==> src/rtl/wb_arbiter.sv <==
// Writeback arbiter and load scoreboard: drives the register-file write port,
// merging ALU results with in-order load responses and tracking busy registers.
module wb_arbiter #(
    parameter int XLEN   = 32,
    parameter int AW     = 5,
    parameter int MAX_LD = 4
) (
    input  logic                        clk,
    input  logic                        rst,
    input  logic                        alu_valid,
    input  logic [AW-1:0]               alu_rd,
    input  logic [XLEN-1:0]             alu_data,
    input  logic                        ld_issue_valid,
    input  logic [AW-1:0]               ld_issue_rd,
    output logic                        ld_issue_ready,
    input  logic                        ld_resp_valid,
    input  logic [XLEN-1:0]             ld_resp_data,
    output logic                        ld_resp_ready,
    input  logic [AW-1:0]               dec_rs1,
    input  logic [AW-1:0]               dec_rs2,
    input  logic [AW-1:0]               dec_rd,
    output logic                        dec_hazard,
    output logic                        wb_wen,
    output logic [AW-1:0]               wb_rd,
    output logic [XLEN-1:0]             wb_wdata,
    output logic [$clog2(MAX_LD):0]     ld_cnt,
    output logic                        err
);
    localparam int PW   = $clog2(MAX_LD);
    localparam int CW   = PW + 1;
    localparam int NREG = 2 ** AW;

    // Handshakes: a transfer happens on a cycle where valid && ready are both
    // high; ready never depends on the same channel's valid. The ALU channel
    // has no ready and always wins the write port over load responses.

    logic [NREG-1:0] busy, busy_next;
    logic [AW-1:0]   fifo [MAX_LD];
    logic [PW-1:0]   head, tail;
    logic [CW-1:0]   cnt, cnt_next;
    logic            err_next;

    logic            full, empty;
    logic            issue_fire, resp_fire;
    logic [AW-1:0]   head_rd;

    logic            sel_valid;
    logic [AW-1:0]   sel_rd;
    logic [XLEN-1:0] sel_data;

    assign full    = (cnt == CW'(MAX_LD));
    assign empty   = (cnt == '0);
    assign head_rd = fifo[head];

    assign ld_issue_ready = !full && !busy[ld_issue_rd];
    assign ld_resp_ready  = !alu_valid && !empty;
    assign issue_fire     = ld_issue_valid && ld_issue_ready;
    assign resp_fire      = ld_resp_valid && ld_resp_ready;

    // Hazard sees only registered state; a clear landing this cycle is not bypassed.
    assign dec_hazard = busy[dec_rs1] | busy[dec_rs2] | busy[dec_rd];

    assign ld_cnt = cnt;

    always_comb begin
        cnt_next = cnt;
        if (issue_fire && !resp_fire)
            cnt_next = cnt + CW'(1);
        else if (resp_fire && !issue_fire)
            cnt_next = cnt - CW'(1);
    end

    // Issue to a busy rd is blocked, so set and clear never collide on one bit.
    always_comb begin
        busy_next = busy;
        if (resp_fire)
            busy_next[head_rd] = 1'b0;
        if (issue_fire)
            busy_next[ld_issue_rd] = 1'b1;
        busy_next[0] = 1'b0;
    end

    always_comb begin
        err_next = err;
        if (ld_issue_valid && !ld_issue_ready)
            err_next = 1'b1;
        if (ld_resp_valid && empty)
            err_next = 1'b1;
        if (alu_valid && busy[alu_rd])
            err_next = 1'b1;
    end

    always_comb begin
        sel_valid = 1'b0;
        sel_rd    = '0;
        sel_data  = '0;
        if (alu_valid) begin
            sel_valid = 1'b1;
            sel_rd    = alu_rd;
            sel_data  = alu_data;
        end else if (resp_fire) begin
            sel_valid = 1'b1;
            sel_rd    = head_rd;
            sel_data  = ld_resp_data;
        end
    end

    always_ff @(posedge clk or negedge rst) begin
        if (!rst) begin
            busy <= '0;
            head <= '0;
            tail <= '0;
            cnt  <= '0;
            err  <= 1'b0;
        end else begin
            busy <= busy_next;
            cnt  <= cnt_next;
            err  <= err_next;
            if (issue_fire)
                tail <= tail + PW'(1);
            if (resp_fire)
                head <= head + PW'(1);
        end
    end

    always_ff @(posedge clk or negedge rst) begin
        if (!rst) begin
            for (int i = 0; i < MAX_LD; i++)
                fifo[i] <= '0;
        end else if (issue_fire) begin
            fifo[tail] <= ld_issue_rd;
        end
    end

    // x0 writes still move wb_rd/wb_wdata; only the enable is suppressed.
    always_ff @(posedge clk or negedge rst) begin
        if (!rst) begin
            wb_wen   <= 1'b0;
            wb_rd    <= '0;
            wb_wdata <= '0;
        end else begin
            wb_wen <= sel_valid && (sel_rd != '0);
            if (sel_valid) begin
                wb_rd    <= sel_rd;
                wb_wdata <= sel_data;
            end
        end
    end

endmodule

==> config.mk <==
export PLATFORM = sky130hd
export DESIGN_NAME = wb_arbiter
export DESIGN_NICKNAME = d
export VERILOG_FILES = /design/src/rtl/wb_arbiter.sv
export SDC_FILE = /design/constraint.sdc
export NUM_CORES = 1
export LEC_CHECK = 0
export ABC_CLOCK_PERIOD_IN_PS = 6200
export BUFFER_PORTS_ARGS = -buffer_cell sky130_fd_sc_hd__buf_2
export CAP_MARGIN = 10
export CORE_ASPECT_RATIO = 0.6
export CORE_MARGIN = 2
export CORE_UTILIZATION = 59
export DETAILED_ROUTE_END_ITERATION = 8
export PLACE_DENSITY = 0.95
export SYNTH_ARGS = -nofsm -noshare
export SYNTH_HDL_FRONTEND = slang
export SYNTH_SLANG_ARGS = --single-unit
export TNS_END_PERCENT = 10
==> constraint.sdc <==
create_clock -name clk -period 6.2 [get_ports clk]
set_input_delay 0.62 -clock clk [delete_from_list [all_inputs] [get_ports clk]]
set_output_delay 0.62 -clock clk [all_outputs]
set_load 0.02 [all_outputs]
==> results.py, run 1 <==
metrics = {
    "outcome": {
        "outcome": "completed",
    },
    "layout": {
        "fin_util_pct": 70.86,
        "final_layout_size_suffix_gt1_share_pct": 36.35,
        "multi_input_area_um2": 3187,
        "nFillCells": 705,
        "antenna_cells": 0,
        "syn_to_final_growth_pct": 18.60,
        "seqCellArea_um2": 2427,
        "fin_nets": 747,
    },
    "route": {
        "wire_per_inst_um": 23.20,
        "viasPerCell": 6.822,
        "firstDrtPassIters": 6,
        "dr_total_vias": 5369,
        "ant_nets": 0,
        "wirelength_um": 18260,
        "drtIter0Drc": 638,
        "drc": 0,
    },
    "yosys": {
        "yosysTopAreaCell": "dfrtp_1",
        "yosys_warnings": 0,
        "synth.area.top_cells": "dfrtp_1 42%, mux4_2 13%, nand2_1 5.7%",
        "netlist_instances": 533,
        "syn_avg_cell_area_um2": 10.92,
        "ys_types": 53,
        "synthArstFlopShare_pct": 100.0,
        "synth-edff-count": 0,
        "syn-num-nets": 633,
        "yosysSeqAreaShare_pct": 41.71,
        "ys.flop_type": "dfrtp_1",
        "ys_ff_latch": 97,
        "synth_area_um2": 5819,
        "synth.top_cell.area_share_pct": 41.71,
    },
    "timing": {
        "fin_crit_ns": 3.508,
        "finalClockSkew_ns": 0.01118,
        "fmax_ghz": 0.2850,
        "min_period_over_period_pct": 56.58,
        "rsz0062_at_grt": "false",
        "setup_viol": 0,
        "max-slew-margin-rel_pct": 35.19,
        "hold_viol": 0,
        "slew_viol_final": 0,
        "tns_ns": 0,
        "worst_pin_slew_ns": 0.9722,
    },
    "clock_tree": {
        "htree_num_levels": 3,
        "cts_tree": "yes",
        "holdBufCountCts": 0,
        "cts_sinks": 97,
        "max-clock-path-buffers": 2,
        "cts.reportedPaths.clkPinSlew_ns": 0.07,
        "cts_setup_buffers": 0,
        "cts_root_buf": "clkbuf_16",
        "cts_resized": 0,
        "numCtsBuffers": 9,
        "clk_latency_ns": 0.35,
    },
    "grt": {
        "grtUsageTotal_pct": 34.19,
        "overflow": 0,
        "antenna_found_initial": 0,
        "grt_pass1_wl_um": 27540,
        "grt_max_degree": 77,
        "grt_pass1_vias": 5142,
    },
    "power": {
        "ir_worst_vdd_mv": 0.3434,
        "p_leak_uw": 0.003050,
        "clockPowerShare_pct": 19.8,
        "p_switching_uw": 1333,
        "comb_power_share_pct": 41.2,
        "intPower_uw": 1810,
        "power.density_nw_per_um2": 455.3,
        "seq_power_share_pct": 39.0,
        "swShare_pct": 42.41,
    },
    "placed_design": {
        "portBuffers": 138,
        "gp_congestion": 1.012,
        "post-dp-hpwl_um": 12760,
    },
    "floorplanning": {
        "rows": 28,
        "die_width_um": 132.2,
        "die_area_um2": 10700,
        "core-area_um2": 9739,
        "start_util_pct": 59.75,
        "die_h_um": 80.93,
        "io_pins": 139,
    },
    "setup_path": {
        "end_kind": "output port",
        "start_kind": "input port",
        "critPathMaxFanout": 33,
        "arrival_ns": 2.89,
        "path_class": "in -> out",
        "cp.required_ns": 5.58,
        "reg2reg_slack_ns": 3.09,
    },
    "min_path": {
        "hold_path_class": "in -> async",
    },
    "job": {
        "maxCapViolCount": 0,
    },
}
[flip-flops by register name (all words and copies together) (netlist names)]
signal    count
wb_wdata     32
busy         31
fifo         20
wb_rd         5
ld_cnt        3
head          2
tail          2
err           1
wb_wen        1
[Yosys cell counts, types with 6 or more instances]
cell type	instances
nand3_1	8
mux2_2	25
buf_1	7
o31ai_1	33
clkbuf_1	21
o21ai_0	33
a22oi_1	33
mux4_2	33
nor3b_1	6
nand2_1	88
buf_2	8
nor3_1	7
nand3b_1	9
dfrtp_1	97
mux2i_1	24
nor2_1	12
inv_1	12
[layout make-up]
| type | instances | area share [%] |
|---|---|---|
| inverters | 13 | 0.7070 |
| repair buffers | 141 | 10.66 |
| well taps | 135 | 2.447 |
| flip-flops and latches | 97 | 35.17 |
| clock inverters | 7 | 1.577 |
| clock buffers | 9 | 3.263 |
| multi-input cells | 385 | 46.17 |
[logic make-up (layout without fill, tap and decap cells)]
logic type / Yosys count / in the layout / share of synthesized area, %
AOI/OAI and AO/OA: 123 / 123 / 15.09
muxes: 84 / 84 / 22.12
adders and majority gates: 6 / 6 / 1.419
buffers and inverters: 51 / 170 / 3.655
DFF: 97 / 97 / 41.71
and+or+nand+nor: 166 / 166 / 15.09
xor gates and xnor gates: 6 / 6 / 0.9030
[layout by cell type (no fill, tap or decap), types with 12 or more instances in the layout]
cell type  Yosys  routed
nand2_1       88      88
mux2i_1       24      24
mux2_2        25      25
buf_2          8     137
o31ai_1       33      33
mux4_2        33      33
dfrtp_1       97      97
inv_1         12      12
o21ai_0       33      33
a22oi_1       33      33
[stage by stage]
step	total power, uW	hold slack (ns)	instance area (um2)	cells	setup WS (ns)
2_1_floorplan	1984	0.3244	5819	533	3.151
3_3_place_gp	2345	0.4523	6540	770	2.789
3_5_place_dp	2445	0.4570	6540	770	2.623
4_1_cts	3078	0.1399	6874	786	2.732
5_1_grt	3269	0.1415	6902	787	2.577
6_report	3142	0.1344	6902	787	2.692
[critical path, cell delays in order]
cell and delay, ns:
buf_2 0.44, mux2_2 0.41, o31ai_1 0.34, o31ai_4 0.21, nand4b_4 0.53, inv_1 0.15
buf_2 0.18
[power by group through the flow]
stage,Sequential [uW],Clock (uW),Combinational [uW]
finish,1230,621,1290
global route,1240,654,1370
CTS,1200,624,1260
detailed placement,1210,0,1240
global placement,1180,0,1170
floorplan,1100,0,883
[final timing paths]
kind                                       end  cells after the start           start
worst max-delay path            ld_issue_ready                      7  ld_issue_rd[1]
worst min-delay path              wb_wdata[21]                      1             rst
worst max register to register       ld_cnt[2]                     11         busy[7]
worst min register to register     wb_wdata[5]                      2     wb_wdata[5]
max in group asynchronous              fifo[8]                      2             rst
min in group clk                   wb_wdata[5]                      2     wb_wdata[5]
[layer usage]
| layer | vias to the layer above | routed length [um] | part of all wire [%] | global-route usage, % |
|---|---|---|---|---|
| met5 | - | 0 | 0 | 0 |
| met4 | 0 | 767 | 4.2 | 13.76 |
| met3 | 89 | 2566 | 14 | 13.92 |
| met2 | 443 | 8224 | 45 | 52.97 |
| met1 | 2606 | 6697 | 37 | 43.66 |
| li1 | 2231 | - | - | - |
(Power assumes the default switching activity.)
==> inputs of run 2 (changes only) <==
--- a/config.mk
+++ b/config.mk
@@ -5,14 +5,14 @@
 export SDC_FILE = /design/constraint.sdc
 export NUM_CORES = 1
 export LEC_CHECK = 0
-export ABC_CLOCK_PERIOD_IN_PS = 6200
+export ABC_CLOCK_PERIOD_IN_PS = 3500
 export BUFFER_PORTS_ARGS = -buffer_cell sky130_fd_sc_hd__buf_2
 export CAP_MARGIN = 10
 export CORE_ASPECT_RATIO = 0.6
 export CORE_MARGIN = 2
-export CORE_UTILIZATION = 59
+export CORE_UTILIZATION = 54
 export DETAILED_ROUTE_END_ITERATION = 8
-export PLACE_DENSITY = 0.95
+export PLACE_DENSITY = 0.9
 export SYNTH_ARGS = -nofsm -noshare
 export SYNTH_HDL_FRONTEND = slang
 export SYNTH_SLANG_ARGS = --single-unit
==> constraint.sdc (replaced) <==
create_clock -name clk -period 3.5 [get_ports clk]
set_input_delay 0.35 -clock clk [delete_from_list [all_inputs] [get_ports clk]]
set_output_delay 0.35 -clock clk [all_outputs]
set_load 0.02 [all_outputs]
==> run 2 against run 1 <==
Compared with the run above:
- non-clock buffer count rose by 5
- power rose by 72%
- die area rose by 8.9%
- clock power rose by 51%
- sequential share of layout area rose by 0.15 points
- critical path depth rose by 4
- clock-buffer cell count rose by 1
- largest cell class unchanged
- sequential power rose by 76%
- via count fell by 1.6%
==> results.py, run 2 (same netlist as run 1, synthesis figures left out) <==
metrics = {
    "timing": {
        "min_period_over_period_pct": 81.42,
        "hold_slack_ns": 0.04611,
        "rsz0062_at_grt": "false",
        "hold_viol": 0,
        "max-slew-margin-rel_pct": 53.38,
        "setup_viol": 0,
        "tns_ns": 0,
        "worst_pin_slew_ns": 0.6994,
        "fmax_ghz": 0.3509,
        "fin_crit_ns": 2.850,
        "finalClockSkew_ns": 0.01166,
        "slew_viol_final": 0,
    },
    "layout": {
        "final_cell_mix": "137 x buf_2, 97 x dfrtp_1, 88 x nand2_1",
        "antenna_cells": 0,
        "reg.largest.list": "wb_wdata: 32 flops, busy: 31 flops, fifo: 20 flops",
        "syn_to_final_growth_pct": 18.08,
        "regMostFlops": "wb_wdata",
        "final_layout_size_suffix_gt1_share_pct": 36.83,
        "stdcell_count": 796,
        "fin_nets": 752,
        "nFillCells": 793,
        "final_common_cell": "buf_2",
        "largest_reg_flops": 32,
    },
    "setup_path": {
        "rr_worst_depth": 11,
        "crit_top_cell": "xor2_1",
        "start_kind": "flip-flop",
        "path_cells": "mux4_2, nor2b_1, a211oi_4, nand4_4, nor2_2, ha_1, inv_1, fa_1, xor2_1, nor2_1, xor2_1",
        "end_kind": "flip-flop",
        "cpPeakStageDelay_ns": 0.48,
        "reg2reg_from": "busy[7]",
        "reg2reg_to": "ld_cnt[2]",
        "path_class": "reg -> reg",
        "slowest_stage": "mux4_2",
        "arrival_ns": 3.12,
        "reg2reg_slack_ns": 0.65,
        "cp.required_ns": 3.77,
        "critPathMaxFanout": 6,
    },
    "floorplanning": {
        "io_pins": 139,
        "die_area_um2": 11650,
        "core-area_um2": 10520,
        "start_util_pct": 55.30,
        "rows": 29,
        "die_h_um": 84.41,
        "die_width_um": 138.0,
    },
    "clock_tree": {
        "max-clock-path-buffers": 2,
        "numCtsBuffers": 9,
        "cts_setup_buffers": 0,
        "cts_sinks": 97,
        "holdBufCountCts": 0,
        "clk_latency_ns": 0.35,
        "cts_root_buf": "clkbuf_16",
        "cts_tree": "yes",
        "cts.reportedPaths.clkPinSlew_ns": 0.07,
        "htree_num_levels": 3,
        "cts_resized": 0,
    },
    "grt": {
        "grtUsageTotal_pct": 30.98,
        "grt_pass1_wl_um": 28110,
        "grt_pass1_vias": 5271,
        "grt_max_degree": 58,
        "overflow": 0,
        "antenna_found_initial": 0,
    },
    "power": {
        "p_leak_uw": 0.003037,
        "power.density_nw_per_um2": 785.3,
        "ir_worst_vdd_mv": 0.4757,
    },
    "placed_design": {
        "gp_congestion": 1.008,
        "portBuffers": 138,
        "post-dp-hpwl_um": 12950,
        "post-place-cells": 780,
    },
    "job": {
        "maxCapViolCount": 0,
    },
    "route": {
        "wire_per_inst_um": 22.33,
        "viasPerCell": 6.634,
        "drc": 0,
        "drtIter0Drc": 810,
        "firstDrtPassIters": 7,
        "ant_nets": 0,
        "dr_total_vias": 5281,
        "wirelength_um": 17780,
    },
    "outcome": {
        "outcome": "completed",
    },
    "min_path": {
        "hold_path_class": "in -> async",
    },
}
==> run 2: cell types whose count changed in the layout (fill, tap and decap cells not counted), sizes merged <==
| cell | change |
|---|---|
| buf | +5 |
| bufinv | -2 |
| clkinvlp | +2 |
| inv | -2 |
| clkbuf | +1 |
| clkinv | +1 |
==> run 2: critical path, delay by kind of cell, from the launching register on <==
kind | cells | cell delay, ns
fa+ha+maj | 2 | 0.61
xor+xnor | 2 | 0.31
mux | 1 | 0.48
simple gates | 4 | 0.59
compound gates | 1 | 0.26
buf+inv | 1 | 0.06
flops | 1 | 0.46
==> run 2: worst max-delay path by stage <==
stage	startpoint	to	cells past startpoint
CTS	busy[7]	ld_cnt[2]	11
finish	busy[7]	ld_cnt[2]	11
detailed placement	ld_issue_rd[0]	ld_cnt[2]	12
global route	busy[3]	dec_hazard	6
floorplan	ld_issue_rd[1]	ld_cnt[2]	13
global placement	ld_issue_rd[0]	ld_cnt[2]	12
==> run 2: metal layers <==
metal / share of wire [%] / global-route usage [%] / up-vias
met5: 0 / 0 / -
met4: 2.7 / 11.32 / 0
met2: 45 / 46.58 / 453
met3: 14 / 10.55 / 71
li1: - / - / 2241
met1: 38 / 42.41 / 2516
==> run 2: final cells by class <==
class	count	area (um2)	area share (%)
Inverter	13	48.80	0.7101
Multi-Input combinational cell	385	3187	46.38
Clock buffer	10	239.0	3.478
Timing Repair Buffer	146	753.2	10.96
Clock inverter	6	42.54	0.6191
Tap cell	139	173.9	2.531
Sequential cell	97	2427	35.32
==> run 2: per-stage QoR <==
stage | utilization, % | worst slack [ns] | area, um2 | power, uW
finish | 65.30 | 0.6502 | 6872 | 5396
global route | 65.30 | 0.3919 | 6872 | 5628
CTS | 65.30 | 0.6639 | 6872 | 5306
detailed placement | 62.63 | 0.4087 | 6590 | 4356
global placement | 62.63 | 0.4524 | 6590 | 4225
floorplan | - | 0.7209 | 5819 | 3515
==> run 2: report_power, final <==
part	switching, uW	leakage (uW)	internal, uW
registers	630	0.00116	1530
clock network	435	0.000135	502
logic	1250	0.00174	1040
total	2320	0.00304	3080
==> inputs of run 3 (changes only) <==
--- a/config.mk
+++ b/config.mk
@@ -5,14 +5,15 @@
 export SDC_FILE = /design/constraint.sdc
 export NUM_CORES = 1
 export LEC_CHECK = 0
-export ABC_CLOCK_PERIOD_IN_PS = 3500
+export ABC_AREA = 1
+export ABC_CLOCK_PERIOD_IN_PS = 2900
 export BUFFER_PORTS_ARGS = -buffer_cell sky130_fd_sc_hd__buf_2
 export CAP_MARGIN = 10
 export CORE_ASPECT_RATIO = 0.6
 export CORE_MARGIN = 2
-export CORE_UTILIZATION = 54
+export CORE_UTILIZATION = 55
 export DETAILED_ROUTE_END_ITERATION = 8
-export PLACE_DENSITY = 0.9
+export PLACE_DENSITY = 0.91
 export SYNTH_ARGS = -nofsm -noshare
 export SYNTH_HDL_FRONTEND = slang
 export SYNTH_SLANG_ARGS = --single-unit
==> constraint.sdc (replaced) <==
create_clock -name clk -period 2.9 [get_ports clk]
set_input_delay 0.29 -clock clk [delete_from_list [all_inputs] [get_ports clk]]
set_output_delay 0.29 -clock clk [all_outputs]
set_load 0.02 [all_outputs]
==> run 3 against run 2 <==
Compared with the run above:
- the run now ends with DRC, hold timing left
- sequential share of layout area decreased by 1.7 points
- wire length increased by 13%
- sequential power increased by 11%
- maximum frequency increased by 5.7%
- die area increased by 3.0%
- register-to-register slack got worse by 0.45 ns
- critical path type unchanged
- largest cell class unchanged
==> results.py, run 3 <==
metrics = {
    "route": {
        "wirelength_um": 20040,
        "drtIter0Drc": 913,
        "viasPerCell": 5.959,
        "ant_nets": 0,
        "dr_total_vias": 6740,
        "firstDrtPassIters": 8,
        "wire_per_inst_um": 17.72,
        "drc": 6,
    },
    "timing": {
        "worst_pin_slew_ns": 0.7676,
        "finalClockSkew_ns": 0.008423,
        "fin_crit_ns": 2.695,
        "hold_viol": 6,
        "slew_viol_final": 0,
        "rsz0062_at_grt": "false",
        "min_period_over_period_pct": 92.93,
        "setup_viol": 0,
        "tns_ns": 0,
        "hold_slack_ns": -0.01148,
        "max-slew-margin-rel_pct": 48.83,
        "fmax_ghz": 0.3711,
    },
    "power": {
        "p_leak_uw": 0.003611,
        "power.density_nw_per_um2": 895.7,
        "p_total_uw": 6465,
        "ir_worst_vdd_mv": 0.4182,
    },
    "clock_tree": {
        "cts_setup_buffers": 0,
        "cts.reportedPaths.clkPinSlew_ns": 0.08,
        "htree_num_levels": 3,
        "clk_latency_ns": 0.35,
        "cts_resized": 0,
        "numCtsBuffers": 9,
        "cts_sinks": 97,
        "cts_root_buf": "clkbuf_16",
        "holdBufCountCts": 0,
        "max-clock-path-buffers": 2,
        "cts_tree": "yes",
    },
    "layout": {
        "final_cell_mix": "308 x nand2_1, 137 x buf_2, 98 x nand3_1, 97 x dfrtp_1, 82 x o21ai_0",
        "reg.largest.list": "wb_wdata: 32 flops, busy: 31 flops, fifo: 20 flops",
        "regMostFlops": "wb_wdata",
        "antenna_cells": 0,
        "syn_to_final_growth_pct": 18.14,
        "fin_util_pct": 67.43,
        "final_common_cell": "nand2_1",
        "final_layout_size_suffix_gt1_share_pct": 21.98,
        "stdcell_count": 1131,
        "fin_nets": 1087,
        "largest_reg_flops": 32,
    },
    "yosys": {
        "syn-num-nets": 960,
        "yosys_warnings": 0,
        "yosysSeqAreaShare_pct": 39.73,
        "yosysTopAreaCell": "dfrtp_1",
        "ys.flop_type": "dfrtp_1",
        "synth_area_um2": 6110,
        "synthArstFlopShare_pct": 100.0,
        "ys_ff_latch": 97,
        "syn_avg_cell_area_um2": 7.104,
        "netlist_instances": 860,
        "synth.top_cell.area_share_pct": 39.73,
        "synth-edff-count": 0,
        "synth_commonest_cells": "308 x nand2_1, 98 x nand3_1, 97 x dfrtp_1",
        "synth.area.top_cells": "dfrtp_1 40%, nand2_1 19%, nand3_1 8.0%",
        "ys_types": 34,
        "synthMostInstantiatedCell": "nand2_1",
    },
    "setup_path": {
        "path_cells": "inv_1, nor2_1, a21oi_1, nand2_1, nand2_1, nand3_2, nor2_8, nand2_8, inv_1, ha_1, inv_1, fa_1, a21oi_1, o21ai_0, xor2_1",
        "critPathMaxFanout": 5,
        "cpPeakStageDelay_ns": 0.40,
        "critPathBufInv": 3,
        "crit_top_cell": "inv_1",
        "cp.required_ns": 3.12,
        "start_kind": "flip-flop",
        "slowest_stage": "fa_1",
        "end_kind": "flip-flop",
        "critical-path-top-delay-family": "simple AND/OR/NAND/NOR gates",
        "path_class": "reg -> reg",
        "arrival_ns": 2.92,
    },
    "grt": {
        "antenna_found_initial": 0,
        "overflow": 0,
        "grt_max_degree": 57,
        "grt_pass1_wl_um": 32160,
        "grtUsageTotal_pct": 34.06,
        "grt_pass1_vias": 6273,
    },
    "floorplanning": {
        "die_area_um2": 12000,
        "die_width_um": 140.1,
        "rows": 29,
        "start_util_pct": 57.08,
        "io_pins": 139,
        "core-area_um2": 10700,
        "die_h_um": 85.64,
    },
    "placed_design": {
        "portBuffers": 138,
        "post-dp-hpwl_um": 14690,
        "gp_congestion": 0.9993,
        "post-place-cells": 1115,
    },
    "outcome": {
        "violations": "DRC, hold timing",
        "outcome": "complete, but fails checks",
    },
    "job": {
        "maxCapViolCount": 0,
    },
    "min_path": {
        "hold_path_class": "in -> async",
    },
}
run 3: report_power, final:
group	internal, uW	switching, uW	total, uW
registers	1840	564	2400
logic	914	1930	2840
clock network	615	602	1220
run 3: per-layer routing:
layer  vias up  global-route usage, %  routed length, um
li1       3125                      -                  -
met1      3076                  48.58               8276
met2       496                  47.83               8284
met3        43                  14.41               3197
met4         0                  8.907                279
met5         -                      0                  0
run 3: worst paths after layout:
check                                      start           end  slack (ns)  depth (start not counted)
min in group clk                ld_resp_data[16]  wb_wdata[16]        0.14                          3
worst max-delay path                    busy[25]     ld_cnt[2]        0.21                         15
max in group asynchronous                    rst           err        2.20                          2
worst min-delay path                         rst      busy[15]       -0.01                          1
worst min register to register      wb_wdata[24]  wb_wdata[24]        0.48                          2
worst max register to register          busy[25]     ld_cnt[2]        0.21                         15
run 3: cell type report:
cell class              count  area (um2)
clock buffers               9       225.2
clock inverters             7       81.33
fillers                   893        3486
inverters                  59       221.5
multi-input cells         661        3226
flip-flops and latches     97        2427
well taps                 139       173.9
repair buffers            159       863.3
run 3: cells by family (layout without fill, tap and decap cells):
kind of cell | count (synthesis) | count (layout) | share of synthesized area (%)
buffers and inverters | 102 | 234 | 7.475
and+or+nand+nor | 466 | 466 | 32.87
AOI/OAI and AO/OA | 185 | 185 | 18.00
DFF | 97 | 97 | 39.73
adders and majority gates | 6 | 6 | 1.352
xor gates and xnor gates | 4 | 4 | 0.5735
run 3: through the flow:
step           setup slack [ns]  instance area [um2]
6_report                 0.2051                 7218
5_1_grt                 0.09567                 7218
4_1_cts                  0.2841                 7218
3_5_place_dp             0.1566                 6912
3_3_place_gp             0.2573                 6912
2_1_floorplan            0.5085                 6110
run 3: worst register-to-register path, stage by stage (launching register included):
cell	delay, ns
dfrtp_1	0.38
inv_1	0.26
nor2_1	0.09
a21oi_1	0.14
nand2_1	0.08
nand2_1	0.08
nand3_2	0.13
nor2_8	0.19
nand2_8	0.05
inv_1	0.07
ha_1	0.14
inv_1	0.07
fa_1	0.40
a21oi_1	0.17
o21ai_0	0.15
xor2_1	0.17
